==> src/rtl/integral_buffer_pkg.sv <==
// Shared helpers for the binary-image integral line buffer: width math and
// the bit offset of one packed integral entry.
package integral_buffer_pkg;

  function automatic int clog2(input int value);
    int w;
    w = 0;
    while ((1 << w) < value) w++;
    return w;
  endfunction

  // Bit offset of I(r,c) inside the packed integral, row-major, I(0,0) in LSBs.
  function automatic int idx(input int r, input int c, input int n, input int w);
    return (r * n + c) * w;
  endfunction

endpackage

==> src/rtl/integral_window_calc.sv <==
// Combinational integral of an n x n binary window: a prefix sum along each
// row, then a prefix sum of those row sums down each column.
module integral_window_calc
  import integral_buffer_pkg::*;
#(
  parameter int WindowSize = 4,
  parameter int wdI        = 5
) (
  input  logic [WindowSize*WindowSize-1:0]     win,
  output logic [wdI*WindowSize*WindowSize-1:0] integ
);

  localparam int n = WindowSize;

  for (genvar gi = 0; gi < n; gi++) begin : g_r
    for (genvar gj = 0; gj < n; gj++) begin : g_c
      logic [wdI-1:0] rsum;
      logic [wdI-1:0] csum;

      if (gj == 0) begin : g_rfirst
        assign rsum = wdI'(win[gi*n]);
      end else begin : g_rnext
        assign rsum = g_r[gi].g_c[gj-1].rsum + wdI'(win[gi*n+gj]);
      end

      if (gi == 0) begin : g_cfirst
        assign csum = rsum;
      end else begin : g_cnext
        assign csum = g_r[gi-1].g_c[gj].csum + rsum;
      end

      assign integ[idx(gi, gj, n, wdI) +: wdI] = csum;
    end
  end

endmodule

==> src/rtl/integral_buffer.sv <==
// Circular line buffer of the last WindowSize binary rows; one edge after each
// pixel write it registers the integral of the window ending at that pixel.
module integral_buffer
  import integral_buffer_pkg::*;
#(
  parameter int ImageWidth  = 7,
  parameter int ImageHeight = 5,
  parameter int WindowSize  = 4,
  localparam int wd  = clog2(ImageWidth + 1),
  localparam int wdI = clog2(WindowSize * WindowSize + 1)
) (
  input  logic                                  Clock,
  input  logic                                  Reset,
  input  logic                                  WriteEnable,
  input  logic [wd-1:0]                         Addr,
  input  logic                                  Data,
  output logic                                  BufferReady,
  output logic [wdI*WindowSize*WindowSize-1:0]  IntegralPacked
);

  localparam int n  = WindowSize;
  localparam int sw = (clog2(n) < 1) ? 1 : clog2(n);
  localparam int rw = clog2(ImageHeight + 1);
  localparam int pw = wdI * n * n;

  logic [ImageWidth-1:0] lines_reg [n];
  logic [sw-1:0]         slot_reg;
  logic [rw-1:0]         row_reg;
  logic [wd-1:0]         col_reg;
  logic [sw-1:0]         pend_slot_reg;
  logic                  pend_reg;
  logic                  pend_valid_reg;
  logic                  ready_reg;
  logic [pw-1:0]         integ_reg;

  logic                  wr_ok;
  logic                  last_col;
  logic                  win_ok;
  logic [sw-1:0]         slot_next;
  logic [rw-1:0]         row_next;
  logic [wd-1:0]         shift_amt;
  logic [n*n-1:0]        win;
  logic [pw-1:0]         integ_calc;

  assign wr_ok    = WriteEnable && (Addr < wd'(ImageWidth));
  assign last_col = (Addr == wd'(ImageWidth - 1));
  assign win_ok   = (row_reg >= rw'(n - 1)) && (Addr >= wd'(n - 1));

  always_comb begin
    slot_next = slot_reg;
    row_next  = row_reg;
    if (last_col) begin
      slot_next = (slot_reg == sw'(n - 1)) ? '0 : slot_reg + sw'(1);
      row_next  = (row_reg == rw'(ImageHeight - 1)) ? '0 : row_reg + rw'(1);
    end
  end

  // Line storage and write-side counters.
  always_ff @(posedge Clock or negedge Reset) begin
    if (!Reset) begin
      for (int i = 0; i < n; i++) lines_reg[i] <= '0;
      slot_reg       <= '0;
      row_reg        <= '0;
      col_reg        <= '0;
      pend_slot_reg  <= '0;
      pend_reg       <= 1'b0;
      pend_valid_reg <= 1'b0;
    end else begin
      pend_reg <= 1'b0;
      if (wr_ok) begin
        lines_reg[slot_reg][Addr] <= Data;
        col_reg        <= Addr;
        pend_slot_reg  <= slot_reg;
        pend_reg       <= 1'b1;
        pend_valid_reg <= win_ok;
        slot_reg       <= slot_next;
        row_reg        <= row_next;
      end
    end
  end

  // Window extraction: the slot after the written one holds the oldest row.
  assign shift_amt = col_reg - wd'(n - 1);

  for (genvar gi = 0; gi < n; gi++) begin : g_win
    logic [sw:0]           slot_sum;
    logic [sw:0]           slot_wrap;
    logic [sw-1:0]         slot_sel;
    logic [ImageWidth-1:0] shifted;

    assign slot_sum  = {1'b0, pend_slot_reg} + (sw+1)'(gi + 1);
    assign slot_wrap = slot_sum - (sw+1)'(n);
    assign slot_sel  = (slot_sum >= (sw+1)'(n)) ? slot_wrap[sw-1:0] : slot_sum[sw-1:0];
    assign shifted   = lines_reg[slot_sel] >> shift_amt;
    assign win[gi*n +: n] = shifted[n-1:0];
  end

  integral_window_calc #(
    .WindowSize (n),
    .wdI        (wdI)
  ) u_calc (
    .win   (win),
    .integ (integ_calc)
  );

  // Result stage: an invalid write drops ready but keeps the last integral.
  always_ff @(posedge Clock or negedge Reset) begin
    if (!Reset) begin
      ready_reg <= 1'b0;
      integ_reg <= '0;
    end else if (pend_reg) begin
      ready_reg <= pend_valid_reg;
      if (pend_valid_reg) integ_reg <= integ_calc;
    end
  end

  assign BufferReady    = ready_reg;
  assign IntegralPacked = integ_reg;

endmodule

==> config.mk <==
export PLATFORM = sky130hd
export DESIGN_NAME = integral_buffer
export DESIGN_NICKNAME = d
export VERILOG_FILES = /design/src/rtl/integral_buffer_pkg.sv /design/src/rtl/integral_window_calc.sv /design/src/rtl/integral_buffer.sv
export SDC_FILE = /design/constraint.sdc
export NUM_CORES = 1
export LEC_CHECK = 0
export ABC_CLOCK_PERIOD_IN_PS = 7000
export CORE_MARGIN = 3
export CORE_UTILIZATION = 50
export CTS_CLUSTER_DIAMETER = 60
export DETAILED_ROUTE_END_ITERATION = 7
export PLACE_DENSITY = 0.73
export SETUP_SLACK_MARGIN = 0.15
export SYNTH_ARGS = -nofsm -noshare
export SYNTH_HDL_FRONTEND = slang
export SYNTH_SLANG_ARGS = --single-unit
==> constraint.sdc <==
create_clock -name Clock -period 7 [get_ports Clock]
set_input_delay 1.4 -clock Clock [delete_from_list [all_inputs] [get_ports Clock]]
set_output_delay 1.4 -clock Clock [all_outputs]
set_load 0.02 [all_outputs]
==> impl_summary.md <==
Clocking
TritonCTS built the clock tree. The later pin in the worst-skew pair is clocked with a latency of approximately 360 ps. The number of buffers added for setup after CTS is 0.

The H-tree was split into 3 levels. The number of sinks handled by clock tree synthesis is about 100. The CTS clock-pin slew for the worst setup and hold paths is 70 ps.

The number of gates resized after cts is 0. The cell at the root of the clock tree is sky130_fd_sc_hd__clkbuf_16. The quantity of hold-fixing buffers added after cts is 0. The clock tree buffer depth is 2. Buffers inserted during clock tree synthesis total 9.

Finish
Leaving out filler cells and counting taps, the final layout contains a little over 900. The flip-flop count of the largest register, all copies and words added is 60. The antenna cell count is 0. The ratio of cells with drive above 1 in the final layout is between 10% and 20%.

The number of filler cells placed in the layout is around 1,100. At the end of the flow, the number of nets in the layout was around 820. The area growth from synthesis to layout is 14.50%.

Setup path
The worst reg-to-reg path cell count is 21. Traced cell by cell, the critical path runs through buf_4 > mux2i_1 > nor2_1 > a21oi_1 > mux2i_1 > nor2b_1 > a221oi_1 > fa_1 > inv_1 > ha_1 > fa_1 > inv_1 > fa_1 > fa_1 > xnor2_1 > ha_1 > a21oi_1 > o21ai_0 > a211oi_1 > o32a_1 > nor3_1. The kind of start point of the critical path is a register.

The arrival time reported for the critical path endpoint is approximately 6500 ps. The startpoint-to-endpoint class of the critical path is reg2reg. Counting both buffers and inverters, the worst setup path holds a total of 3.

The required time of the critical path is slightly above 7000 ps. Grouping stages by cell kind, the critical path spends the most delay in adder cells. Along the worst path, the maximum fanout reaches 20. For this run, the slowest stage of the critical path takes about 640 ps.

The number of cells on the critical path is 21. Among all stages on the critical path, the largest delay is contributed by sky130_fd_sc_hd__dfrtp_1. The endpoint kind of the worst setup timing path is a register. By instance count, the cell type seen most on the critical path is sky130_fd_sc_hd__fa_1.

Timing
The final critical path takes up between 80 and 90% of the cycle. Setup slack closes at ~730 ps. The worst clock skew is around 6.7 ps. The achievable clock frequency is about 160 MHz.

The number of max-slew violations in the final report is 0. At the pin with the least slew margin, the transition time is between 800 and 900 ps. The number of failing setup endpoints in the final timing report is 0. For the final routed database, the setup TNS stands at 0 ps. Setup repair after global routing left no endpoint under its margin.

The time the final worst path needs with I/O delays and setup is between 6000 and 7000 ps. The final number of hold-violating endpoints is 0. The worst pin sits at a relative slew slack of 43.94%.

Synth
The most used flip-flop cell after synthesis is sky130_fd_sc_hd__dfrtp_1. The post-synthesis instance area is just over 7000 µm². Yosys attributes the largest share of cell area to sky130_fd_sc_hd__dfrtp_1 (36%), sky130_fd_sc_hd__mux2_2 (11%), sky130_fd_sc_hd__ha_1 (8.0%), sky130_fd_sc_hd__fa_1 (5.4%), sky130_fd_sc_hd__nand2_1 (4.9%). Of all flip-flops after synthesis, the portion carrying an async set or reset was 100.0%. For this run, the number of Yosys warnings is 0.

After synthesis the netlist holds a flip-flop and latch count of approximately 100. The share of synthesized area in the top cell type comes to around 36%. The synthesized design spends more area on one cell type than any other, namely sky130_fd_sc_hd__dfrtp_1. The post-synthesis cell count is 700.

Of the synthesized area, sequential elements account for between 30% and 40%. Yosys mapped a number of flops with a built-in enable equal to 0. Sorting the synthesized cells by how often they occur yields sky130_fd_sc_hd__dfrtp_1 (101), sky130_fd_sc_hd__nand2_1 (91), sky130_fd_sc_hd__mux2_2 (69). sky130_fd_sc_hd__dfrtp_1 is the most common cell in the netlist. The synthesized netlist contains 58 unique library cells. Averaged over all synthesized cells, the footprint is 10.06 µm².

Detailed routing
Dividing the detail-routed wire length by the instance count gives approximately 17 µm. The uppermost layer routed is met4. The post-route DRC violation count is 0. The detail-routed via count per cell is between 5 and 6. The detailed-routing iteration count for the pre-antenna-repair pass is 5. The remaining number of nets flagged by the antenna check after routing is 0.

Summed over all nets, wire length on met2 after detailed routing comes to 7.608 mm. Detailed routing placed a total of ~890 µm of wire on met3. In this run, the number of DRC markers left after iteration 0 of detailed routing was 440. The detailed router put a total of slightly above 7 mm of wire on met1. The sum of routed wire length over all layers is between 15 and 20 mm. Summing over every cut layer, the via total after detailed routing is ~5,200.

Run
Max-cap violations in this run came to 0.

Placement
At the placement stage, the worst setup path has a slack of ~820 ps. Buffers placed on the I/O ports in this run total 67. Detailed placement ended at an HPWL of between 10 and 15 mm. The number of instances in the placed design is 912.

The placer's final routability congestion estimate is 0.9903.

Global route
The number of global-route vias before repair is roughly 5,200. The number of antenna violations at the first check in global routing is 0. Entering global routing, the biggest net connects 73 pins. The global route total overflow is 0.

Global routing used a little over a fifth of the available tracks. The first global-routing pass estimated between 20 and 30 mm of wire.

Run status
The flow ran to the end, and the final reports show no timing, DRC or antenna violations.

Floorplanning
The top-level port count is ~90. Measured along the y axis, the die boundary spans between 100 and 150 µm. The area enclosed by the die boundary is around 16,000 µm². The die boundary width is 124.7 µm. After floorplanning, the core was sized to cover around 14,000 µm². The starting utilization of the core area is a little over half. The floorplan has between 40 and 50 rows.

Hold path
The instance count along the most critical hold path is 2. The type of the most critical hold path is reg2reg.
-- worst paths after layout --
path | from | endpoint | slack (ps)
max in group asynchronous | Reset | IntegralPacked[6] | 4820
setup reg to reg | pend_slot_reg[0] | IntegralPacked[79] | 730
hold / removal | IntegralPacked[58] | IntegralPacked[58] | 480
hold reg to reg | IntegralPacked[58] | IntegralPacked[58] | 480
min in group asynchronous | Reset | BufferReady | 1020
setup / recovery | pend_slot_reg[0] | IntegralPacked[79] | 730
-- layout make-up --
class / count / area, µm² / share of cell area (%)
clock buffer: 9 / 225.2 / 2.794
clock inverter: 7 / 75.07 / 0.9314
inverter: 37 / 138.9 / 1.723
multi-input combinational: 520 / 4123 / 51.15
sequential: 101 / 2527 / 31.36
tap: 176 / 220.2 / 2.732
timing repair buffer: 78 / 750.7 / 9.314
-- placed cells by master (no fill, tap or decap), types with 9 or more instances in the layout --
master and n:
sky130_fd_sc_hd__dfrtp_1 101, sky130_fd_sc_hd__clkbuf_16 9, sky130_fd_sc_hd__a21oi_1 26, sky130_fd_sc_hd__xnor2_1 10, sky130_fd_sc_hd__conb_1 20, sky130_fd_sc_hd__fa_1 19, sky130_fd_sc_hd__ha_1 45, sky130_fd_sc_hd__mux2_2 69
sky130_fd_sc_hd__clkdlybuf4s50_1 66, sky130_fd_sc_hd__mux4_2 10, sky130_fd_sc_hd__mux2i_1 26, sky130_fd_sc_hd__inv_1 35, sky130_fd_sc_hd__o21ai_0 54, sky130_fd_sc_hd__nand2_1 90, sky130_fd_sc_hd__buf_4 12, sky130_fd_sc_hd__nor2_1 33
sky130_fd_sc_hd__nand3_1 34
-- tightest hold or removal path, stage by stage (launching register included) --
cell and delay (ps):
sky130_fd_sc_hd__dfrtp_1 340, sky130_fd_sc_hd__nand2_1 50, sky130_fd_sc_hd__nand2_1 50
-- stage by stage --
step                instance area (µm²)  utilization (%)  hold slack, ps
finish                             8060            59.68           479.8
global route                       8060            59.68           511.5
CTS                                8060            59.68           482.8
detailed placement                 7760            57.46           466.8
global placement                   7760            57.46           459.5
floorplan                          7111                -           449.7
-- logic make-up after synthesis --
kind of cell,count (synthesis),share of synthesized area (%)
and+or+nand+nor,182,11.18
AOI/OAI and AO/OA,123,10.59
muxes,113,19.85
DFF,101,35.90
buffers and inverters,98,6.772
adders and majority gates,64,13.40
xor gates and xnor gates,18,2.240
other,1,0.05327
-- per-layer routing --
layer	GRT usage (%)	up-vias
li1	-	2493
met1	27.21	2530
met2	33.81	177
met3	5.189	42
met4	9.607	0
met5	0	-
Power is not shown: default switching activity piles up to over one toggle a cycle in this logic, so the estimate is an artifact.
